[config.mk]
export PLATFORM = sky130hd
export DESIGN_NAME = mod_operand_multiplier
export DESIGN_NICKNAME = d
export VERILOG_FILES = /design/src/rtl/ntt_pkg.sv /design/src/rtl/mod_operand_multiplier.sv
export SDC_FILE = /design/constraint.sdc
export NUM_CORES = 1
export LEC_CHECK = 0
export CAP_MARGIN = 40
export CORE_ASPECT_RATIO = 0.6
export CORE_MARGIN = 5
export CORE_UTILIZATION = 40
export CTS_CLUSTER_SIZE = 20
export DETAILED_ROUTE_END_ITERATION = 8
export HOLD_SLACK_MARGIN = 0.06
export SYNTH_ARGS = -nofsm -noshare
export SYNTH_HDL_FRONTEND = slang
export SYNTH_SLANG_ARGS = --single-unit
export TNS_END_PERCENT = 100
[constraint.sdc]
create_clock -name clk -period 2.5 [get_ports clk]
set_clock_uncertainty 0.1 [all_clocks]
set_input_delay 0.25 -clock clk [delete_from_list [all_inputs] [get_ports clk]]
set_output_delay 0.25 -clock clk [all_outputs]
set_load 0.03 [all_outputs]
[src/rtl/ntt_pkg.sv]
// ntt_pkg: constants and types shared by the NTT arithmetic blocks
// (operand multiplier and Barrett reducer).
//   NTT_OPERAND_W  - default coefficient / twiddle width
//   NTT_PRIME      - default NTT modulus
//   NTT_PRODUCT_W  - double-width product, equal to the reducer's data_size
//   mult_state_t   - operand multiplier FSM states
package ntt_pkg;

    localparam int unsigned NTT_OPERAND_W = 7;
    localparam int unsigned NTT_PRIME     = 101;

    // A full product of two w-bit operands needs 2*w bits.
    function automatic int unsigned ntt_product_w(input int unsigned w);
        return 2 * w;
    endfunction

    localparam int unsigned NTT_PRODUCT_W = ntt_product_w(NTT_OPERAND_W);

    typedef enum logic [1:0] {
        IDLE = 2'd0,
        MUL  = 2'd1,
        DONE = 2'd2
    } mult_state_t;

endpackage : ntt_pkg

[src/rtl/mod_operand_multiplier.sv]
// mod_operand_multiplier: iterative shift-add multiplier producing the
// double-width product consumed by the Barrett reduction stage.
// One operation in flight; fixed latency of OPERAND_W MUL cycles.
//
// Optional feature macro: MULT_OPERAND_CHECK_EN
//   When defined, operands >= PRIME are folded once (x - PRIME) on accept
//   and range_err is raised alongside out_valid for that result.
//
// Ports:
//   clk        rising-edge clock
//   rst        asynchronous active-low reset
//   in_valid   operand pair valid
//   in_ready   block can accept operands (IDLE only)
//   a, b       multiplicand (coefficient), multiplier (twiddle)
//   out_valid  product valid, held until out_ready
//   out_ready  downstream accepts product
//   product    a*b, unsigned, PRODUCT_W bits
//   busy       high whenever the FSM is not in IDLE
//   range_err  (MULT_OPERAND_CHECK_EN only) an operand was >= PRIME
module mod_operand_multiplier
    import ntt_pkg::*;
#(
    parameter int unsigned OPERAND_W = NTT_OPERAND_W,
    parameter int unsigned PRIME     = NTT_PRIME,
    parameter int unsigned PRODUCT_W = ntt_product_w(OPERAND_W),
    parameter int unsigned CNT_W     = $clog2(OPERAND_W + 1)
) (
    input  logic                 clk,
    input  logic                 rst,
    input  logic                 in_valid,
    output logic                 in_ready,
    input  logic [OPERAND_W-1:0] a,
    input  logic [OPERAND_W-1:0] b,
    output logic                 out_valid,
    input  logic                 out_ready,
    output logic [PRODUCT_W-1:0] product,
    output logic                 busy
`ifdef MULT_OPERAND_CHECK_EN
    ,
    output logic                 range_err
`endif
);

    localparam logic [CNT_W-1:0] CNT_LAST = CNT_W'(OPERAND_W - 1);

    mult_state_t          state;
    logic [PRODUCT_W-1:0] acc;
    logic [PRODUCT_W-1:0] a_sh;
    logic [OPERAND_W-1:0] b_sh;
    logic [CNT_W-1:0]     cnt;

    logic [PRODUCT_W-1:0] acc_next;
    logic [OPERAND_W-1:0] a_in;
    logic [OPERAND_W-1:0] b_in;

`ifdef MULT_OPERAND_CHECK_EN
    localparam logic [OPERAND_W:0] PRIME_V = (OPERAND_W + 1)'(PRIME);

    logic a_over;
    logic b_over;
    logic err_flag;

    // Single conditional subtraction; inputs >= 2*PRIME stay out of range
    // but are still flagged.
    always_comb begin
        a_over = {1'b0, a} >= PRIME_V;
        b_over = {1'b0, b} >= PRIME_V;
        a_in   = a_over ? (a - PRIME_V[OPERAND_W-1:0]) : a;
        b_in   = b_over ? (b - PRIME_V[OPERAND_W-1:0]) : b;
    end
`else
    always_comb begin
        a_in = a;
        b_in = b;
    end
`endif

    always_comb begin
        acc_next = acc;
        if (b_sh[0]) begin
            acc_next = acc + a_sh;
        end
    end

    always_ff @(posedge clk or negedge rst) begin
        if (!rst) begin
            state     <= IDLE;
            in_ready  <= 1'b1;
            out_valid <= 1'b0;
            product   <= '0;
            busy      <= 1'b0;
            acc       <= '0;
            a_sh      <= '0;
            b_sh      <= '0;
            cnt       <= '0;
`ifdef MULT_OPERAND_CHECK_EN
            err_flag  <= 1'b0;
            range_err <= 1'b0;
`endif
        end else begin
            case (state)
                IDLE: begin
                    if (in_valid && in_ready) begin
                        a_sh     <= PRODUCT_W'(a_in);
                        b_sh     <= b_in;
                        acc      <= '0;
                        cnt      <= '0;
                        in_ready <= 1'b0;
                        busy     <= 1'b1;
                        state    <= MUL;
`ifdef MULT_OPERAND_CHECK_EN
                        err_flag <= a_over || b_over;
`endif
                    end
                end

                MUL: begin
                    acc  <= acc_next;
                    a_sh <= a_sh << 1;
                    b_sh <= b_sh >> 1;
                    cnt  <= cnt + CNT_W'(1);
                    // Final iteration: publish the completed sum directly so
                    // product is valid on the same edge out_valid rises.
                    if (cnt == CNT_LAST) begin
                        product   <= acc_next;
                        out_valid <= 1'b1;
                        state     <= DONE;
`ifdef MULT_OPERAND_CHECK_EN
                        range_err <= err_flag;
`endif
                    end
                end

                DONE: begin
                    if (out_ready) begin
                        out_valid <= 1'b0;
                        in_ready  <= 1'b1;
                        busy      <= 1'b0;
                        state     <= IDLE;
`ifdef MULT_OPERAND_CHECK_EN
                        range_err <= 1'b0;
`endif
                    end
                end

                default: begin
                    state     <= IDLE;
                    in_ready  <= 1'b1;
                    out_valid <= 1'b0;
                    busy      <= 1'b0;
                end
            endcase
        end
    end

endmodule : mod_operand_multiplier
==> flow_summary_export.csv, run 1 <==
group,metric,value,unit
sta,maxSlewViolCount,0,
die,row_count,24,
placement,place_congestion,0.915,
final_layout,area.growth.synth_to_final,29.4,%
drt,drt_pass1_iterations,4,
sta,finalSetupTns,0,ns
synth,syn_inst,300,
worst_setup_path,arrival,2.53,ns
die,start_util,0.414,
min_path,hold_class,"input port to async pin",
die,die_h,77.5,um
die,die_area,9490,um2
grt,grt_max_degree,37,
sta,setup_viol,0,
drt,drt.antenna.violating_nets,0,
pwr,worst_ir_drop_vdd,0.446,mV
clock_tree,clockRootBuffer,"clkbuf_16",
clock_tree,cts_tree,"built",
pwr,p_clk_frac,0.208,
final_layout,fillCellCount,679,
synth,synth-seq-cells,57,
pwr,p_comb_frac,0.478,
pwr,p_int,3.09,mW
synth,syn_area,3040,um2
placement,dp.cells,437,
status,status,"completed",
final_layout,finalNonFillerCells,457,
die,io_pins,35,
clock_tree,cts_sinks,57,
pwr,leakage,1.80,nW
synth,synth_flop_cell,"dfrtp_1",
placement,io_buffers,34,
clock_tree,clk-insertion-delay-late,0.34,ns
synth,synth_edf_count,0,
sta,hold_viol_final,0,
worst_setup_path,slowest_stage,"dfrtp_1",
synth,avgSynthCellArea,10.1,um2
final_layout,nets,382,
sta,fmax,413,MHz
final_layout,drive_above_1_share,0.127,
worst_setup_path,worst_setup_path_end_kind,"flip-flop",
worst_setup_path,max_stage_delay,0.43,ns
die,core_area,7330,um2
worst_setup_path,cp_max_fo,5,
clock_tree,clkTransAtPathRegs,0.05,ns
clock_tree,cts.path.max_buffers,2,
drt,routed_wl,7580,um
final_layout,antenna_cells,0,
drt,drt_iter0_markers,197,
die,die_x,122,um
grt,grt_pass1_wl,12400,um
grt,antenna_found_initial,0,
grt,grt_pass1_vias,2246,
sta,rsz0062_at_grt,"false",
worst_setup_path,critPathKind,"flip-flop to flip-flop",
worst_setup_path,crit_path_start_kind,"flip-flop",
pwr,swShare,0.414,
synth,ys_warn_count,0,
pwr,p_seq_frac,0.313,
clock_tree,cts_buffers,9,
worst_setup_path,cp.buffers_inverters,1,
worst_setup_path,critical_path.top_delay_family,"compound AO/OA/AOI/OAI gates",
sta,fin_crit,2.42,ns
sta,max-slew-margin-rel,0.619,
worst_setup_path,cp.required,2.61,ns
sta,fin_crit_sh,0.969,
clock_tree,h-tree-depth,3,
grt,overflow,0,
pwr,p_per_area,1340,nW/um2
grt,grt_usage,0.172,
drt,viasPerCell,5.27,
drt,vias,2409,
synth,synth_nets,334,
drt,wire_per_inst,16.6,um
synth,seq_area_frac_synth,0.470,
placement,dp_hpwl,5450,um
worst_setup_path,path_cells,"ha_1 > and2_1 > a32o_1 > o31a_1 > nor2_1 > xnor2_1 > buf_4 > a22o_1",
synth,synth_cell_type_count,45,
drt,route.detailed.drc,0,
job,maxCapViolCount,0,
synth,async_reset_ff_frac,1.00,
pwr,power.switching,2.18,mW
sta,worstMarginPinSlew,0.571,ns
-- layout by cell type, fill, tap and decap left out, types with 2 or more instances in the layout --
master | netlist | layout
dfrtp_1 | 56 | 56
nand2_1 | 43 | 43
clkdlybuf4s50_1 | 0 | 33
o21ai_0 | 36 | 32
mux2i_1 | 24 | 23
a22o_1 | 19 | 19
buf_4 | 0 | 15
nor2_1 | 13 | 13
a21oi_1 | 13 | 11
ha_1 | 15 | 11
clkbuf_16 | 0 | 9
inv_1 | 7 | 7
xnor2_1 | 7 | 7
a21o_1 | 7 | 7
clkbuf_1 | 11 | 6
o21ai_1 | 1 | 5
nand2b_1 | 5 | 4
nand3_1 | 3 | 3
o211ai_1 | 3 | 3
ha_2 | 0 | 3
a22oi_1 | 2 | 2
a21oi_2 | 0 | 2
xor2_1 | 3 | 2
and2_1 | 2 | 2
a32o_1 | 2 | 2
nor3b_1 | 2 | 2
-- through the flow --
stage	hold WS, ns	total power [mW]	worst slack [ns]	utilization	cell area, um2
after floorplan	-0.146	3.23	0.121	-	3040
after global placement	0.0752	3.97	0.100	0.486	3560
after detailed placement	0.0806	4.01	0.0201	0.486	3560
after CTS	0.259	5.13	0.00787	0.523	3830
after global routing	0.306	5.65	0.00313	0.536	3930
final	0.261	5.28	0.0771	0.536	3930
-- cell usage after synthesis, types with 2 or more instances --
library cell	instances	area share
dfrtp_1	56	0.46
nand2_1	43	0.053
o21ai_0	36	0.059
mux2i_1	24	0.079
a22o_1	19	0.055
ha_1	15	0.062
a21oi_1	13	0.021
nor2_1	13	0.016
clkbuf_1	11	0.014
a21o_1	7	0.017
inv_1	7	0.0087
xnor2_1	7	0.020
nand2b_1	5	0.010
nand3_1	3	0.0049
o211ai_1	3	0.0074
xor2_1	3	0.0087
a22oi_1	2	0.0049
a31oi_1	2	0.0041
a32o_1	2	0.0066
and2_1	2	0.0041
buf_2	2	0.0033
nor3b_1	2	0.0049
-- worst register-to-register path: cells and delay by family (launching register included) --
| kind | cells | cell delay, ns |
|---|---|---|
| AO/OA/AOI/OAI | 3 | 0.78 |
| flip-flops | 1 | 0.43 |
| adder cells (fa/ha/maj) | 1 | 0.40 |
| AND/OR/NAND/NOR | 2 | 0.36 |
| buffers and inverters | 1 | 0.14 |
| XOR/XNOR | 1 | 0.10 |
-- power groups by stage --
stage / clock, mW / sequential, mW / combinational, mW
after CTS: 1.13 / 1.64 / 2.36
after global routing: 1.17 / 1.71 / 2.78
after detailed placement: 0 / 1.66 / 2.35
after global placement: 0 / 1.64 / 2.32
after floorplan: 0 / 1.71 / 1.52
final: 1.10 / 1.65 / 2.52
-- worst paths after layout --
| path | from | end | slack, ns | cells past startpoint |
|---|---|---|---|---|
| setup / recovery | acc[7] | acc[10] | 0.08 | 8 |
| hold / removal | rst | a_sh[10] | 0.26 | 2 |
| setup reg to reg | acc[7] | acc[10] | 0.08 | 8 |
| hold reg to reg | product[9] | product[9] | 0.37 | 2 |
| max in group asynchronous | rst | cnt[2] | 1.49 | 3 |
| min in group clk | product[9] | product[9] | 0.37 | 2 |
-- state kept, by name, summed over array words and instances (netlist names) --
| name | flops |
|---|---|
| a_sh | 14 |
| acc | 14 |
| b_sh | 7 |
| busy | 1 |
| cnt | 3 |
| in_ready | 1 |
| out_valid | 1 |
| product | 14 |
| state | 2 |
-- cell type report --
type                            count  area (um2)  area share
Clock buffer                       16         262      0.0666
Timing Repair Buffer               51         478       0.122
Tap cell                          104         130      0.0331
Inverter                            7        26.3     0.00669
Sequential cell                    57        1430       0.363
Multi-Input combinational cell    222        1600       0.408
-- cell families (layout without fill, tap and decap cells) --
family | Yosys count | after routing | synth area share
adders and majority gates | 16 | 16 | 0.0684
muxes | 25 | 25 | 0.0829
xor gates and xnor gates | 10 | 10 | 0.0289
DFF | 57 | 57 | 0.470
buffers and inverters | 21 | 74 | 0.0268
and+or+nand+nor | 75 | 75 | 0.111
AOI/OAI and AO/OA | 96 | 96 | 0.211
-- per-layer routing --
metal  global-route usage  vias to the layer above  part of all wire
met1                0.284                     1134              0.56
met3               0.0676                       10             0.085
li1                     -                     1185                 -
met4               0.0603                        0             0.014
met5                    0                        -                 0
met2                0.191                       80              0.34
-- timing repair --
| action | in CTS | in global routing |
|---|---|---|
| buffers inserted | 0 | 3 |
| endpoints found under the setup margin | 0 | 8 |
| hold endpoints to repair | 40 | 0 |
| gates resized for setup | 0 | 17 |
| hold buffers | 1 | 0 |
Note: power is estimated with default switching activity, not from simulation.
==> inputs of run 2 (changes only) <==
--- a/config.mk
+++ b/config.mk
@@ -8,10 +8,11 @@
 export CAP_MARGIN = 40
 export CORE_ASPECT_RATIO = 0.6
 export CORE_MARGIN = 5
-export CORE_UTILIZATION = 40
+export CORE_UTILIZATION = 50
 export CTS_CLUSTER_SIZE = 20
 export DETAILED_ROUTE_END_ITERATION = 8
 export HOLD_SLACK_MARGIN = 0.06
+export PLACE_DENSITY = 0.75
 export SYNTH_ARGS = -nofsm -noshare
 export SYNTH_HDL_FRONTEND = slang
 export SYNTH_SLANG_ARGS = --single-unit
==> flow_summary_export.csv, run 2 (same netlist as run 1, synthesis figures left out) <==
group,metric,value,unit
worst_setup_path,worst_r2r_endpoint,"acc[12]",
final_layout,multi_input_area,1590,um2
pwr,finalPower,5.20,mW
clock_tree,clkTransAtPathRegs,0.07,ns
die,die_area,7780,um2
worst_setup_path,critPathKind,"flip-flop to flip-flop",
drt,drt_iter0_markers,220,
clock_tree,cts_tree,"built",
worst_setup_path,worstRegToRegCells,10,
clock_tree,clk-insertion-delay-late,0.33,ns
clock_tree,h-tree-depth,3,
sta,fin_crit_sh,0.965,
final_layout,utilization,0.645,
drt,vias,2466,
status,status,"completed",
clock_tree,clockRootBuffer,"clkbuf_8",
drt,wire_per_inst,16.2,um
final_layout,fillCellCount,507,
job,maxCapViolCount,0,
worst_setup_path,critical_path.top_delay_family,"compound AO/OA/AOI/OAI gates",
clock_tree,cts.path.max_buffers,2,
sta,worstMarginPinSlew,0.615,ns
worst_setup_path,cp_max_fo,3,
grt,grt_max_degree,38,
worst_setup_path,path_cells,"ha_2 > inv_1 > fa_2 > nand2b_4 > a2111oi_4 > nor2_1 > o21ai_1 > xor2_1 > buf_4 > a22o_1",
pwr,worst_ir_drop_vdd,0.512,mV
sta,max-slew-margin-rel,0.589,
sta,setup_viol,0,
sta,hold_viol_final,0,
sta,fin_crit,2.41,ns
worst_setup_path,reg2reg_slack,0.09,ns
final_layout,final_common_cell,"dfrtp_1",
worst_setup_path,worstSetupStartpoint,"acc[0]",
placement,placed_cell_area,3530,um2
final_layout,area.growth.synth_to_final,27.5,%
final_layout,antenna_cells,0,
final_layout,design_area,3870,um2
drt,routed_wl,7060,um
drt,drt.antenna.violating_nets,0,
worst_setup_path,worst_setup_path_end_kind,"flip-flop",
die,core_area,6000,um2
final_layout,nets,382,
drt,route.detailed.drc,0,
worst_setup_path,cp.buffers_inverters,2,
die,start_util,0.506,
worst_setup_path,arrival,2.53,ns
placement,dp_hpwl,5070,um
final_layout,drive_above_1_share,0.142,
clock_tree,cts_sinks,57,
die,die_h,70.4,um
grt,grt_usage,0.194,
grt,grt_pass1_vias,2353,
worst_setup_path,crit_path_start_kind,"flip-flop",
die,io_pins,35,
grt,overflow,0,
drt,viasPerCell,5.64,
placement,io_buffers,34,
min_path,hold_class,"input port to async pin",
sta,maxSlewViolCount,0,
grt,antenna_found_initial,0,
worst_setup_path,slowest_stage,"dfrtp_1",
placement,place_congestion,0.920,
drt,drt_pass1_iterations,4,
clock_tree,cts_buffers,9,
final_layout,layout_common_cells,"dfrtp_1 (56), nand2_1 (42), clkdlybuf4s50_1 (33)",
grt,grt_pass1_wl,12000,um
pwr,p_per_area,1340,nW/um2
sta,fmax,414,MHz
final_layout,largestRegisters,"a_sh x14, acc x14, product x14",
die,row_count,22,
worst_setup_path,cp.required,2.62,ns
die,die_x,111,um
final_layout,seq_area,1430,um2
pwr,leakage,1.78,nW
worst_setup_path,max_stage_delay,0.37,ns
worst_setup_path,timing.rr.start,"acc[0]",
run 2: cell types whose count changed in the layout (fill, tap and decap cells not counted), sizes merged:
cell	before	now
clkbuf	16	11
bufinv	0	3
clkinv	0	1
clkinvlp	0	1
run 2: where the power goes:
part / internal [mW] / switching [mW]
clock network: 0.688 / 0.365
logic: 1.09 / 1.44
registers: 1.29 / 0.334
total: 3.06 / 2.14
run 2: layout make-up:
type	count	share of cell area
Inverter	7	0.00679
Clock inverter	5	0.0265
Clock buffer	11	0.0365
Sequential cell	57	0.369
Tap cell	84	0.0271
Multi-Input combinational cell	222	0.411
Timing Repair Buffer	51	0.123
run 2: repair_timing:
item / CTS / global route
hold buffers: 1 / 0
pin swaps: 1 / 5
setup buffers: 0 / 3
hold endpoints to repair: 45 / 0
resized for setup: 1 / 17
endpoints found under the setup margin: 1 / 8
run 2: metal layers:
metal | vias to the layer above | track usage | wire, um
met5 | - | 0 | 0
met4 | 0 | 0.0492 | 19
met3 | 2 | 0.0745 | 537
met2 | 82 | 0.261 | 2840
met1 | 1199 | 0.289 | 3660
li1 | 1183 | - | -
run 2: worst max-delay path by stage:
stage             endpoint  cells past startpoint
2_1_floorplan  product[12]                     10
6_report           acc[12]                     10
3_5_place_dp   product[12]                     10
4_1_cts        product[12]                     10
3_3_place_gp   product[12]                     10
5_1_grt        product[13]                      8
run 2: stage by stage:
| step | hold slack (ns) | instances | setup WS (ns) | setup TNS [ns] |
|---|---|---|---|---|
| 4_1_cts | 0.121 | 434 | 0.0270 | 0 |
| 3_5_place_dp | -0.0507 | 417 | 0.0189 | 0 |
| 6_report | 0.143 | 437 | 0.0869 | 0 |
| 5_1_grt | 0.164 | 437 | -0.00508 | -0.00508 |
| 3_3_place_gp | 0.300 | 416 | 0.0604 | 0 |
| 2_1_floorplan | -0.146 | 300 | 0.121 | 0 |
run 2: worst reg2reg max path, stage by stage, from the launching register on:
cell and delay [ns]:
dfrtp_1 0.37, ha_2 0.18, inv_1 0.05, fa_2 0.34, nand2b_4 0.17, a2111oi_4 0.36, nor2_1 0.11, o21ai_1 0.17
xor2_1 0.10, buf_4 0.14, a22o_1 0.20
==> inputs of run 3 (changes only) <==
--- a/config.mk
+++ b/config.mk
@@ -11,6 +11,7 @@
 export CORE_UTILIZATION = 50
 export CTS_CLUSTER_SIZE = 20
 export DETAILED_ROUTE_END_ITERATION = 8
+export GPL_TIMING_DRIVEN = 0
 export HOLD_SLACK_MARGIN = 0.06
 export PLACE_DENSITY = 0.75
 export SYNTH_ARGS = -nofsm -noshare
==> flow_summary_export.csv, run 3 (same netlist as run 1, synthesis figures left out) <==
group,metric,value,unit
clock_tree,clk-insertion-delay-late,0.33,ns
final_layout,layout_common_cells,"dfrtp_1 (56), nand2_1 (43), clkdlybuf4s50_1 (33)",
final_layout,final_common_cell,"dfrtp_1",
placement,io_buffers,34,
final_layout,largestRegisters,"a_sh x14, acc x14, product x14",
drt,viasPerCell,5.51,
clock_tree,cts_tree,"built",
job,maxCapViolCount,0,
grt,grt_pass1_vias,2315,
worst_setup_path,worst_r2r_endpoint,"product[13]",
grt,antenna_found_initial,0,
grt,overflow,0,
worst_setup_path,worstRegToRegCells,8,
sta,rsz0062_at_grt,"true",
worst_setup_path,crit_path_start_kind,"flip-flop",
pwr,p_per_area,1290,nW/um2
final_layout,drive_above_1_share,0.123,
pwr,worst_ir_drop_vdd,0.620,mV
sta,whs,0.375,ns
pwr,leakage,1.77,nW
placement,dp_slack,-0.264,ns
sta,setup_slack,0.0648,ns
drt,route.detailed.drc,0,
drt,vias,2436,
grt,grt_pass1_wl,11800,um
sta,fin_crit,2.44,ns
sta,max-slew-margin-rel,0.523,
worst_setup_path,reg2reg_slack,0.06,ns
die,die_area,7780,um2
drt,drt.antenna.violating_nets,0,
sta,fmax,411,MHz
placement,place_congestion,0.865,
clock_tree,cts_sinks,57,
worst_setup_path,timing.rr.start,"acc[1]",
clock_tree,clkTransAtPathRegs,0.07,ns
die,row_count,22,
worst_setup_path,critPathKind,"flip-flop to flip-flop",
sta,setup_viol,0,
worst_setup_path,arrival,2.54,ns
final_layout,antenna_cells,0,
drt,wire_per_inst,16.0,um
worst_setup_path,worst_setup_path_end_kind,"flip-flop",
worst_setup_path,max_stage_delay,0.50,ns
die,die_x,111,um
final_layout,area.growth.synth_to_final,26.9,%
sta,fin_crit_sh,0.974,
pwr,finalPower,4.98,mW
sta,worstMarginPinSlew,0.716,ns
die,start_util,0.506,
final_layout,utilization,0.642,
min_path,hold_class,"flip-flop to flip-flop",
min_path,holdPathStages,2,
final_layout,nets,387,
worst_setup_path,cp_max_fo,4,
sta,hold_viol_final,0,
clock_tree,clockRootBuffer,"clkbuf_8",
die,io_pins,35,
drt,drt_pass1_iterations,4,
sta,maxSlewViolCount,0,
worst_setup_path,cp.required,2.61,ns
worst_setup_path,crit_end,"product[13]",
status,status,"completed",
grt,grt_max_degree,30,
worst_setup_path,worstSetupStartpoint,"acc[1]",
die,core_area,6000,um2
drt,routed_wl,7090,um
placement,dp_hpwl,5240,um
drt,drt_iter0_markers,196,
final_layout,finalNonFillerCells,442,
placement,dp.cells,419,
clock_tree,cts_buffers,9,
grt,grt_usage,0.192,
worst_setup_path,slowest_stage,"or4_4",
die,die_h,70.4,um
worst_setup_path,path_cells,"ha_4 > a211oi_4 > o211ai_1 > and2_4 > or4_4 > and4_4 > xnor2_4 > o21ai_1",
clock_tree,h-tree-depth,3,
clock_tree,cts.path.max_buffers,2,
-- run 3: changes by cell type in the layout (fill, tap and decap cells not counted), sizes merged --
cell	before	now
clkbuf	11	24
buf	17	11
bufinv	3	1
clkinv	1	2
clkinvlp	1	0
-- run 3: layer usage --
metal,up-vias,GRT usage,routed length (um)
met1,1152,0.300,3720
met2,75,0.243,2700
li1,1200,-,-
met4,0,0.0587,97
met5,-,0,0
met3,9,0.0658,567
-- run 3: critical path: cells and delay by family, from the launching register on --
| kind | cells | cell delay (ns) |
|---|---|---|
| simple gates | 3 | 0.90 |
| flops | 1 | 0.44 |
| compound gates | 3 | 0.43 |
| fa+ha+maj | 1 | 0.28 |
| xor+xnor | 1 | 0.16 |
-- run 3: report_power, final --
group	switching [mW]	total, mW	internal (mW)
clock network	0.347	0.859	0.512
registers	0.322	1.61	1.29
logic	1.43	2.51	1.08
-- run 3: metrics by stage --
step                setup TNS, ns  cell area [um2]
floorplan                       0             3040
global placement           -39.46             3480
detailed placement         -0.707             3500
finish                          0             3850
CTS                             0             3750
global route              -0.0975             3850
-- run 3: area by class of cell --
| class | instances | area, um2 |
|---|---|---|
| plain buffers | 14 | 55.1 |
| clock buffers | 13 | 159 |
| clock inverters | 3 | 40.0 |
| fillers | 516 | 2150 |
| inverters | 7 | 26.3 |
| multi-input cells | 222 | 1630 |
| flip-flops and latches | 57 | 1430 |
| well taps | 84 | 105 |
| repair buffers | 42 | 410 |
-- run 3: what timing repair did --
item                                    in CTS  in global routing
resized for setup                            8                 15
endpoints found under the hold margin       27                  0
hold buffers                                 1                  0
pin swaps                                    1                 12
buffers inserted                             1                  5
endpoints found under the setup margin       5                  8
-- run 3: worst min-delay path by stage --
stage                          start    endpoint  slack, ns
after CTS                 product[3]  product[3]       0.38
after floorplan                  rst     a_sh[0]      -0.15
final                     product[3]  product[3]       0.37
after detailed placement         rst     a_sh[5]       0.24
after global placement    product[6]  product[6]       0.36
after global routing      product[3]  product[3]       0.40
